## src/rtl/clock24_pkg.sv

```systemverilog
// Shared types and BCD helpers for the 24-hour timekeeper.
package clock24_pkg;

    typedef enum logic [1:0] {
        RUN      = 2'd0,
        SET_HOUR = 2'd1,
        SET_MIN  = 2'd2
    } state_e;

    localparam logic [7:0] SEC_MAX  = 8'h59;
    localparam logic [7:0] MIN_MAX  = 8'h59;
    localparam logic [7:0] HOUR_MAX = 8'h23;

    // True when the next increment must land on 00 (limit or illegal digit).
    function automatic logic bcd_wraps(input logic [7:0] v,
                                       input logic [7:0] max);
        return (v >= max) || (v[3:0] > 4'd9) || (v[7:4] > 4'd9);
    endfunction

    function automatic logic [7:0] bcd_inc(input logic [7:0] v,
                                           input logic [7:0] max);
        logic [7:0] r;
        if (bcd_wraps(v, max))
            r = 8'h00;
        else if (v[3:0] == 4'd9)
            r = {v[7:4] + 4'd1, 4'h0};
        else
            r = {v[7:4], v[3:0] + 4'd1};
        return r;
    endfunction

endpackage

```

## src/rtl/clock24_timekeeper_bcd_cnt.sv

```systemverilog
// Two-digit BCD counter with synchronous clear and wrap carry.
module bcd_cnt_mod
    import clock24_pkg::*;
#(
    parameter logic [7:0] MAX  = 8'h59,
    parameter logic [7:0] INIT = 8'h00
) (
    input  logic       clk_i,
    input  logic       rst_ni,
    input  logic       clr_i,
    input  logic       inc_i,
    output logic [7:0] val_o,
    output logic       cy_o
);

    logic [7:0] val_q, val_d;

    always_comb begin
        val_d = val_q;
        if (clr_i)
            val_d = 8'h00;
        else if (inc_i)
            val_d = bcd_inc(val_q, MAX);
    end

    always_ff @(posedge clk_i) begin
        if (!rst_ni)
            val_q <= INIT;
        else
            val_q <= val_d;
    end

    assign val_o = val_q;
    assign cy_o  = inc_i & ~clr_i & bcd_wraps(val_q, MAX);

endmodule

```

## src/rtl/clock24_timekeeper.sv

```systemverilog
// 24-hour BCD timekeeper with button set mode and 2 Hz field blink.
// Optional alarm compare enabled by defining ALARM_EN.
module clock24_timekeeper
    import clock24_pkg::*;
#(
    parameter logic [7:0] INIT_HOUR = 8'h00,
    parameter logic [7:0] INIT_MIN  = 8'h00
) (
    input  logic       CLK,
    input  logic       RST,
    input  logic       EN1HZ,
    input  logic       SIG2HZ,
    input  logic       MODE,
    input  logic       UP,
    output logic [7:0] SEC,
    output logic [7:0] MIN,
    output logic [7:0] HOUR,
    output logic       BLANK_MIN,
    output logic       BLANK_HOUR,
    output logic       DAYCARRY
`ifdef ALARM_EN
    ,
    input  logic [7:0] ALM_HOUR,
    input  logic [7:0] ALM_MIN,
    output logic       ALARM
`endif
);

    state_e state_q, state_d;
    logic   dc_q, dc_d;
    logic   run, tick, sec_clr;
    logic   sec_inc, min_inc, hour_inc;
    logic   sec_cy, min_cy, hour_cy;

    always_comb begin
        state_d = state_q;
        if (MODE) begin
            unique case (state_q)
                RUN:      state_d = SET_HOUR;
                SET_HOUR: state_d = SET_MIN;
                default:  state_d = RUN;
            endcase
        end
    end

    // MODE always beats UP and EN1HZ in the same cycle.
    assign run      = (state_q == RUN);
    assign tick     = run & EN1HZ & ~MODE;
    assign sec_clr  = run & MODE;
    assign sec_inc  = tick;
    assign min_inc  = (tick & sec_cy)
                    | ((state_q == SET_MIN) & UP & ~MODE);
    assign hour_inc = (tick & sec_cy & min_cy)
                    | ((state_q == SET_HOUR) & UP & ~MODE);
    assign dc_d     = tick & sec_cy & min_cy & hour_cy;

    always_ff @(posedge CLK) begin
        if (!RST) begin
            state_q <= RUN;
            dc_q    <= 1'b0;
        end else begin
            state_q <= state_d;
            dc_q    <= dc_d;
        end
    end

    bcd_cnt_mod #(.MAX(SEC_MAX), .INIT(8'h00)) u_sec (
        .clk_i  (CLK),
        .rst_ni (RST),
        .clr_i  (sec_clr),
        .inc_i  (sec_inc),
        .val_o  (SEC),
        .cy_o   (sec_cy)
    );

    bcd_cnt_mod #(.MAX(MIN_MAX), .INIT(INIT_MIN)) u_min (
        .clk_i  (CLK),
        .rst_ni (RST),
        .clr_i  (1'b0),
        .inc_i  (min_inc),
        .val_o  (MIN),
        .cy_o   (min_cy)
    );

    bcd_cnt_mod #(.MAX(HOUR_MAX), .INIT(INIT_HOUR)) u_hour (
        .clk_i  (CLK),
        .rst_ni (RST),
        .clr_i  (1'b0),
        .inc_i  (hour_inc),
        .val_o  (HOUR),
        .cy_o   (hour_cy)
    );

    assign DAYCARRY   = dc_q;
    assign BLANK_HOUR = (state_q == SET_HOUR) & SIG2HZ;
    assign BLANK_MIN  = (state_q == SET_MIN) & SIG2HZ;

`ifdef ALARM_EN
    logic       alarm_q, alarm_d;
    logic [5:0] acnt_q, acnt_d;
    logic [7:0] min_nx, hour_nx;
    logic       hit;

    // Time as it will read after this edge; SEC lands on 00 only via carry.
    assign min_nx  = min_inc ? bcd_inc(MIN, MIN_MAX) : MIN;
    assign hour_nx = hour_inc ? bcd_inc(HOUR, HOUR_MAX) : HOUR;
    assign hit     = tick & sec_cy
                   & (hour_nx == ALM_HOUR) & (min_nx == ALM_MIN);

    always_comb begin
        alarm_d = alarm_q;
        acnt_d  = acnt_q;
        if (MODE | UP) begin
            alarm_d = 1'b0;
        end else if (hit) begin
            alarm_d = 1'b1;
            acnt_d  = 6'd0;
        end else if (alarm_q & tick) begin
            if (acnt_q == 6'd59)
                alarm_d = 1'b0;
            acnt_d = acnt_q + 6'd1;
        end
    end

    always_ff @(posedge CLK) begin
        if (!RST) begin
            alarm_q <= 1'b0;
            acnt_q  <= 6'd0;
        end else begin
            alarm_q <= alarm_d;
            acnt_q  <= acnt_d;
        end
    end

    assign ALARM = alarm_q;
`endif

endmodule

```

## config.mk

```make
export PLATFORM = sky130hd
export DESIGN_NAME = clock24_timekeeper
export DESIGN_NICKNAME = d
export VERILOG_FILES = /design/src/rtl/clock24_pkg.sv /design/src/rtl/clock24_timekeeper_bcd_cnt.sv /design/src/rtl/clock24_timekeeper.sv
export SDC_FILE = /design/constraint.sdc
export NUM_CORES = 1
export LEC_CHECK = 0
export CAP_MARGIN = 30
export CORE_MARGIN = 1.5
export CORE_UTILIZATION = 46
export CTS_CLUSTER_SIZE = 25
export DETAILED_ROUTE_END_ITERATION = 8
export PLACE_DENSITY = 0.8
export SKIP_CTS_REPAIR_TIMING = 1
export SLEW_MARGIN = 20
export SYNTH_ARGS = -nofsm -noshare
export SYNTH_HDL_FRONTEND = slang
export SYNTH_SLANG_ARGS = --single-unit
export TNS_END_PERCENT = 20
```

## constraint.sdc

```tcl
create_clock -name CLK -period 1.5 [get_ports CLK]
set_input_delay 0.375 -clock CLK [delete_from_list [all_inputs] [get_ports CLK]]
set_output_delay 0.375 -clock CLK [all_outputs]
set_load 0.05 [all_outputs]
```

# ---- After elaboration in Yosys (flattened, before gate mapping)
# Index checks and enable logic that the tools add are counted.
dict set report op_classes {
  n_shift 0
  n_mux 7
  addsub 6
  bitwise_logic 21
  reduce_logical 14
  order_cmp 9
  eq_ne 5
  div 0
  n_mul 0
}
# op count
set op_table {}
lappend op_table {{two-way mux 8 bit} 6}
lappend op_table {{adder 4 x 1 -> 4 bit, second input constant} 6}
lappend op_table {{> comparator 4 bit, second input constant} 6}
lappend op_table {{AND 1 bit} 16}
lappend op_table {{greater-or-equal comparator 8 x 7 -> 1 bit, second input constant} 2}
lappend op_table {{equality test 4 bit, second input constant} 3}
lappend op_table {{greater-or-equal comparator 8 x 6 -> 1 bit, second input constant} 1}
lappend op_table {{logical OR 1 bit} 6}
lappend op_table {{AND reduction 2 bit} 3}
lappend op_table {{nonzero test 2 bit} 3}
lappend op_table {{case mux 2 bit (2 select lines)} 1}
lappend op_table {{NOT 1 bit} 3}
lappend op_table {{equality test 2 x 1 -> 1 bit, second input constant} 1}
lappend op_table {{equality test 2 bit, second input constant} 1}
lappend op_table {{logical NOT 2 bit} 1}
lappend op_table {{OR 1 bit} 2}
lappend op_table {{OR reduction 2 bit} 1}
dict set report word_totals {
  elab_cells 70
  ramBits 0
  latchBits 0
  n_memories 0
  ff_bits 27
  romBits 0
  input_bits 6
}

# ---- Longest topological paths before layout
# Gate-level depths: netlist (run 1).
dict set report logic_depth {
  word_depth 12
  depth_mapped 7
  ltp_nobuf 7
}

# ---- Cells and area by module
# From an unflattened synthesis (run 1), not the netlist that was laid out.
dict set report hier_totals {
  cells_unflattened 173
  hier_area_um2 1630.3
}
# mod area_each_um2 seq_area_each_um2 n_inst cells_per_inst
set by_module_without_submodules {}
lappend by_module_without_submodules {{bcd_cnt_mod (u_min ...)} 466.7 160.2 2 48}
lappend by_module_without_submodules {{bcd_cnt_mod (u_hour)} 505.5 160.2 1 54}
lappend by_module_without_submodules {clock24_timekeeper 191.4 60.1 1 23}

# ---- Worst setup path before layout (run 1)
# Ideal clock, no wire load.
dict set report synth_path {
  path_kind {reg2reg}
  startpoint {register u_min.val_q[0], in the netlist u_min.val_o[0]}
  endpoint {register u_min.val_q[6], in the netlist u_min.val_o[6]}
  t_arrival_ns 1.950
  setup_ns 0.070
  stages_incl_launch_ff 7
  slack_ns -0.520
  t_required_ns 1.430
  cell_sequence {dfxtp_1 -> clkbuf_2 -> nand4bb_1 -> o211ai_2 -> nor2_1 -> or4_1 -> a21oi_1}
}
dict set report synth_between {
  elab_chain_cells 5
  word_cells_on_any_way 8
}
# item line
set synth_lines {}
lappend synth_lines {{start: declaration} clock24_timekeeper_bcd_cnt.sv:16} ;# logic [7:0] val_q, val_d;
lappend synth_lines {{start signal: assignment} clock24_timekeeper_bcd_cnt.sv:30} ;# val_q <= val_d;
lappend synth_lines {{greater-or-equal comparator 8 x 7 -> 1 bit / > comparator 4 bit (equally long branches)} clock24_pkg.sv:17} ;# return (v >= max) || (v[3:0] > 4'd9) || (v[7:4] > 4'd9);
lappend synth_lines {{logical OR 1 bit (2 in a row)} clock24_pkg.sv:17}
lappend synth_lines {{nonzero test 2 bit (no source line)} -}
lappend synth_lines {{AND reduction 2 bit (no source line)} -}
# Parallel ways exist; a longest one is shown, timed or not.
# A chain may end at the register's enable or synchronous reset.

# ---- Worst setup path after layout (run 1)
dict set report layout_path {
  startpoint {register u_sec.val_q[5], in the netlist u_sec.val_o[5]}
  endpoint {register u_min.val_q[6], in the netlist u_min.val_o[6]}
}
dict set report layout_between {
  elab_chain_cells 7
  word_cells_on_any_way 8
}
# item line
set layout_lines {}
lappend layout_lines {{start: declaration} clock24_timekeeper_bcd_cnt.sv:16}
lappend layout_lines {{start signal: assignment} clock24_timekeeper_bcd_cnt.sv:30}
lappend layout_lines {{greater-or-equal comparator 8 x 7 -> 1 bit} clock24_pkg.sv:17}
lappend layout_lines {{logical OR 1 bit} clock24_pkg.sv:17}
lappend layout_lines {{logical OR 1 bit (*)} clock24_pkg.sv:17}
lappend layout_lines {{AND 1 bit (*)} clock24_timekeeper_bcd_cnt.sv:34} ;# assign cy_o = inc_i & ~clr_i & bcd_wraps(val_q, MAX);
lappend layout_lines {{AND 1 bit (*)} clock24_timekeeper.sv:51} ;# assign min_inc = (tick & sec_cy)
lappend layout_lines {{OR 1 bit (*)} clock24_timekeeper.sv:52} ;# | ((state_q == SET_MIN) & UP & ~MODE);
lappend layout_lines {{AND reduction 2 bit (no source line) (*)} -}
# Every way passes the cells marked *; elsewhere a longest branch is shown, timed or not.

==> impl_metrics.ini, run 1 <==
[run_status]
status = finished, violations left
violations = negative setup slack

[setup_path]
worst-setup-path-type = reg2reg
crit_required_ps = 1780
r2r-start = u_sec.val_o[5]
endpoint = u_min.val_o[6]
cp-end-kind = flip-flop
reg2regPathDepth = 7
cp.arrival_ps = 2160
crit_path_start = u_sec.val_o[5]
cp_max_fo = 3
r2r_end = u_min.val_o[6]
critPathLaunchType = flip-flop
r2r_setup_slack_ps = -380

[yosys]
yosys.area_share.xor_xnor_pct = 2.73
ys_ff_latch = 27
syn_nets = 193
synthSimpleGateAreaFrac_pct = 30.3
synth.area.top_cells = dfxtp_1 34%, ha_1 7.0%, nor2_1 4.2%
synthMuxAreaShare_pct = 1.88
synth_area_um2 = 1600
synth_adder_area_share_pct = 7.03
synth_ff_type = dfxtp_1
yosys_warnings = 0
synth_top_area_share_pct = 33.8
synth_compound_area_share_pct = 17.6
yosysMostFrequentCell = dfxtp_1
synthCells = 178
synth_top_family_by_area = simple AND/OR/NAND/NOR gates
synth.yosys.seq_area_share_pct = 33.8
post_synth_num_cell_types = 51
synth.avg_cell_area_um2 = 9.00
yosysTopAreaCell = dfxtp_1
synthArstFlopShare_pct = 0
synth-edff-count = 0
synth_top_cells_by_count = 27 x dfxtp_1, 18 x nor2_1, 14 x nand2_1

[clock_network]
cts.clk_slew.worst_paths_ps = 170
cts_tree = yes
cts_buffers = 3
root_buffer = clkbuf_4
cts_sinks = 27
clock_latency_ps = 360
clockBufferDepth = 2
cts.htree.levels = 1

[timing]
max_freq_ghz = 0.532
fin_crit_ps = 1880
finClkSkew_ps = 15.4
relSlewSlack_pct = 72.2
worst_slack_ps = -380
hold_violations = 0
setup_viol = 30
tightest_slew_ps = 416
finalCritPeriodShare_pct = 125
drv_slew = 0
rsz0062_at_grt = yes

[finish]
fillers = 126
final_util_pct = 90.5
postLayoutCellArea_um2 = 3020
synthToLayoutAreaGrowth_pct = 88.5
drive_gt1_share_pct = 60.3
num_antenna_cells = 0
nets = 288

[drt]
routed_via_density = 6.31
vias = 2008
postRouteAntennaNets = 0
drc = 0
finalWirelength_um = 7190
drt_first_iter_violations = 191
dr.pass1.iters = 5
post_drt_wl_per_cell_um = 22.6

[global_routing]
grt_pass1_vias = 1844
grt_usage_pct = 29.4
grt_antenna_before_repair = 0
grt_overflow_total = 0
grt_start_max_net_pins = 16
grt_pass1_wl_um = 8310

[pwr]
ir_worst_vdd_v = 0.000710
power.total_w = 0.00127
power_density_nw_per_um2 = 421
power_leakage_nw = 1.20

[floorplan]
coreArea_um2 = 3340
rows = 21
die_area_um2 = 3840
io_pins = 33
die_x_um = 62.0
fp.dieH_um = 62.0
start_util_pct = 48.0

[job]
drv_cap = 0

[placement]
place_worst_setup_slack_ps = -818
place_area_um2 = 2710
port_buffers = 32
dpl.hpwl_um = 4070
routabilityCongestion = 0.914

[hold_path]
min_path_type = in2reg
==> placed cells by master (no fill, tap or decap), types with 4 or more instances in the layout <==
cell type	synthesis	layout
inv_1	9	7
nor2_1	18	15
nand2_1	14	10
buf_6	3	6
buf_12	0	28
ha_1	9	6
xor2_1	4	4
buf_4	2	58
nor2b_1	4	4
dfxtp_2	0	12
dfxtp_4	0	11
nand3_1	4	4
nand4_1	4	4
and3_2	4	4
dfxtp_1	27	4
a21oi_1	11	7
==> cell families after synthesis <==
family / count (synthesis)
buf+inv: 17
fa+ha+maj: 9
xor+xnor: 5
simple gates: 76
flops: 27
compound gates: 41
mux: 3
==> how the worst min path moves through the flow <==
stage | cells past startpoint | endpoint | startpoint
finish | 3 | state_q[1] | MODE
floorplan | 2 | state_q[1] | MODE
CTS | 2 | u_hour.val_o[5] | u_hour.val_o[3]
global placement | 2 | u_hour.val_o[3] | u_hour.val_o[2]
global route | 3 | state_q[1] | MODE
detailed placement | 2 | u_hour.val_o[3] | u_hour.val_o[2]
==> critical path, cell delays in order, from the launching register on <==
cell,delay [ps]
dfxtp_4,390
inv_4,70
ha_4,140
nand2_4,50
o211ai_4,260
nor2_1,110
or4_1,540
a21oi_1,220
==> final cells by class <==
type / count / area (um2) / area share [%]
multi-input cells: 135 / 1180 / 39.2
well taps: 46 / 57.6 / 1.91
clock inverters: 1 / 5.00 / 0.166
repair buffers: 97 / 1120 / 37.0
inverters: 9 / 36.3 / 1.20
clock buffers: 3 / 22.5 / 0.746
flip-flops and latches: 27 / 597 / 19.8
==> metrics by stage <==
step,std cells,hold WS [ps],setup TNS [ps]
after floorplan,178,543,-1460
after global placement,306,514,-14280
after detailed placement,306,523,-16590
after CTS,310,534,-8010
after global routing,318,462,-5800
final,318,448,-4300
==> metal layers <==
metal | share of wire [%] | global-route usage [%]
met1 | 35 | 30.0
met2 | 50 | 57.6
met3 | 7.8 | 4.55
met4 | 7.0 | 12.8
met5 | 0 | 0
==> where the power goes <==
part / leakage [nW] / internal [W] / switching [W]
clock: 0.0177 / 0.000101 / 0.000250
sequential: 0.233 / 0.000707 / 0.0000127
combinational: 0.951 / 0.0000949 / 0.000104
==> registers in the layout, summed over array words and instances, names as in the netlist <==
signal,cells
DAYCARRY,1
u_sec.val_o,8
state_q,2
u_min.val_o,8
u_hour.val_o,8
Note: power is estimated with default switching activity, not from simulation.
==> run 2: changes to the inputs <==
- CAP_MARGIN: 30 -> 0
- CORE_UTILIZATION: 46 -> 55
- PLACE_DENSITY: 0.8 -> 0.89
- clock period: 1.5 -> 2.17 ns (I/O delays scaled with it)
==> impl_metrics.ini, run 2 (synthesized netlist as in run 1, its figures left out) <==
[run_status]
status = finished, final reports clean

[finish]
num_antenna_cells = 0
final_util_pct = 74.6
regArea_um2 = 541
fillers = 207
postLayoutCellArea_um2 = 2060
nets = 236
layout_common_cells = 27 x dfxtp_1, 19 x buf_4, 18 x nor2_1
synthToLayoutAreaGrowth_pct = 28.4
multi_input_area_um2 = 953
drive_gt1_share_pct = 19.1
final_common_cell = dfxtp_1

[clock_network]
cts.htree.levels = 1
cts.clk_slew.worst_paths_ps = 150
cts_sinks = 27
clock_latency_ps = 330
cts_tree = yes
clockBufferDepth = 2
root_buffer = clkbuf_4
cts_buffers = 3

[global_routing]
grt_pass1_vias = 1462
grt_pass1_wl_um = 6250
grt_antenna_before_repair = 0
grt_usage_pct = 23.8
grt_overflow_total = 0
grt_start_max_net_pins = 16

[timing]
max_freq_ghz = 0.473
drv_slew = 0
fin_crit_ps = 2120
setup_tns_ps = 0
tightest_slew_ps = 574
finClkSkew_ps = 1.26
setup_viol = 0
hold_ws_ps = 486
finalCritPeriodShare_pct = 97.5
relSlewSlack_pct = 61.4
hold_violations = 0
rsz0062_at_grt = no

[setup_path]
cp.arrival_ps = 1570
cp_max_fo = 4
crit_buf_inv = 1
critPathLaunchType = flip-flop
crit_slowest_cell = clkdlybuf4s50_1
path_delay_family = buffers and inverters
cpPeakStageDelay_ps = 820
crit_required_ps = 1630
worst-setup-path-type = reg2out
crit_chain = clkdlybuf4s50_1
cp-end-kind = primary output

[drt]
post_drt_wl_per_cell_um = 14.7
drc = 0
finalWirelength_um = 3690
dr.pass1.iters = 7
drt_first_iter_violations = 60
postRouteAntennaNets = 0
routed_via_density = 5.87
vias = 1474

[placement]
place_area_um2 = 2000
port_buffers = 32
dpl.hpwl_um = 2800
routabilityCongestion = 0.875

[floorplan]
die_area_um2 = 3240
coreArea_um2 = 2760
start_util_pct = 58.1
rows = 19
io_pins = 33
die_x_um = 57.0
fp.dieH_um = 57.0

[pwr]
power_density_nw_per_um2 = 404
power_leakage_nw = 0.960
power.total_w = 0.000831
ir_worst_vdd_v = 0.000482

[job]
drv_cap = 0

[hold_path]
min_path_type = reg2reg
-- run 2: cell types whose count changed in the layout (fill, tap and decap cells not counted), moves of 4 or more --
cell	change
dfxtp_4	-11
buf_6	-6
dfxtp_1	+23
o21ai_0	+4
dlymetal6s2s_1	+10
nand2_1	+4
buf_12	-26
buf_4	-39
a21oi_1	+4
dfxtp_2	-12
clkdlybuf4s50_1	+10
-- run 2: path summary, 6_finish.rpt --
| path | start | to | slack, ps | depth (start not counted) |
|---|---|---|---|---|
| setup reg to reg | u_sec.val_o[5] | u_min.val_o[2] | 230 | 8 |
| setup / recovery | u_sec.val_o[3] | SEC[3] | 50 | 1 |
| hold reg to reg | u_min.val_o[7] | u_min.val_o[7] | 490 | 2 |
| hold / removal | u_min.val_o[7] | u_min.val_o[7] | 490 | 2 |
-- run 2: power by group --
| part | switching, W | internal [W] | leakage [nW] | total, W |
|---|---|---|---|---|
| Combinational | 0.0000481 | 0.0000460 | 0.724 | 0.0000941 |
| Sequential | 0.0000109 | 0.000501 | 0.218 | 0.000511 |
| Clock | 0.000156 | 0.0000694 | 0.0177 | 0.000225 |
| Total | 0.000215 | 0.000616 | 0.960 | 0.000831 |
-- run 2: area by class of cell --
type                       instances  area share [%]
timing repair buffer              46            22.5
inverter                           9            1.64
clock buffer                       3            1.09
sequential                        27            26.3
clock inverter                     1           0.243
multi-input combinational        134            46.4
tap                               31            1.89
-- run 2: metal layers --
layer / vias up / routed length [um] / GRT usage (%)
li1: 731 / - / -
met1: 694 / 1620 / 28.6
met2: 42 / 1870 / 43.3
met3: 7 / 139 / 3.17
met4: 0 / 61 / 8.64
met5: - / 0 / 0
-- run 2: per-stage QoR --
stage	instances	setup WS [ps]
floorplan	178	150
global placement	247	-142
detailed placement	247	-174
CTS	251	-44.9
global route	251	2.06
finish	251	54.2
==> run 3: changes to the inputs <==
- SLEW_MARGIN: 20 -> default
==> results of run 3 <==
No change in the layout: final DEF, timing and power equal those of run 2.
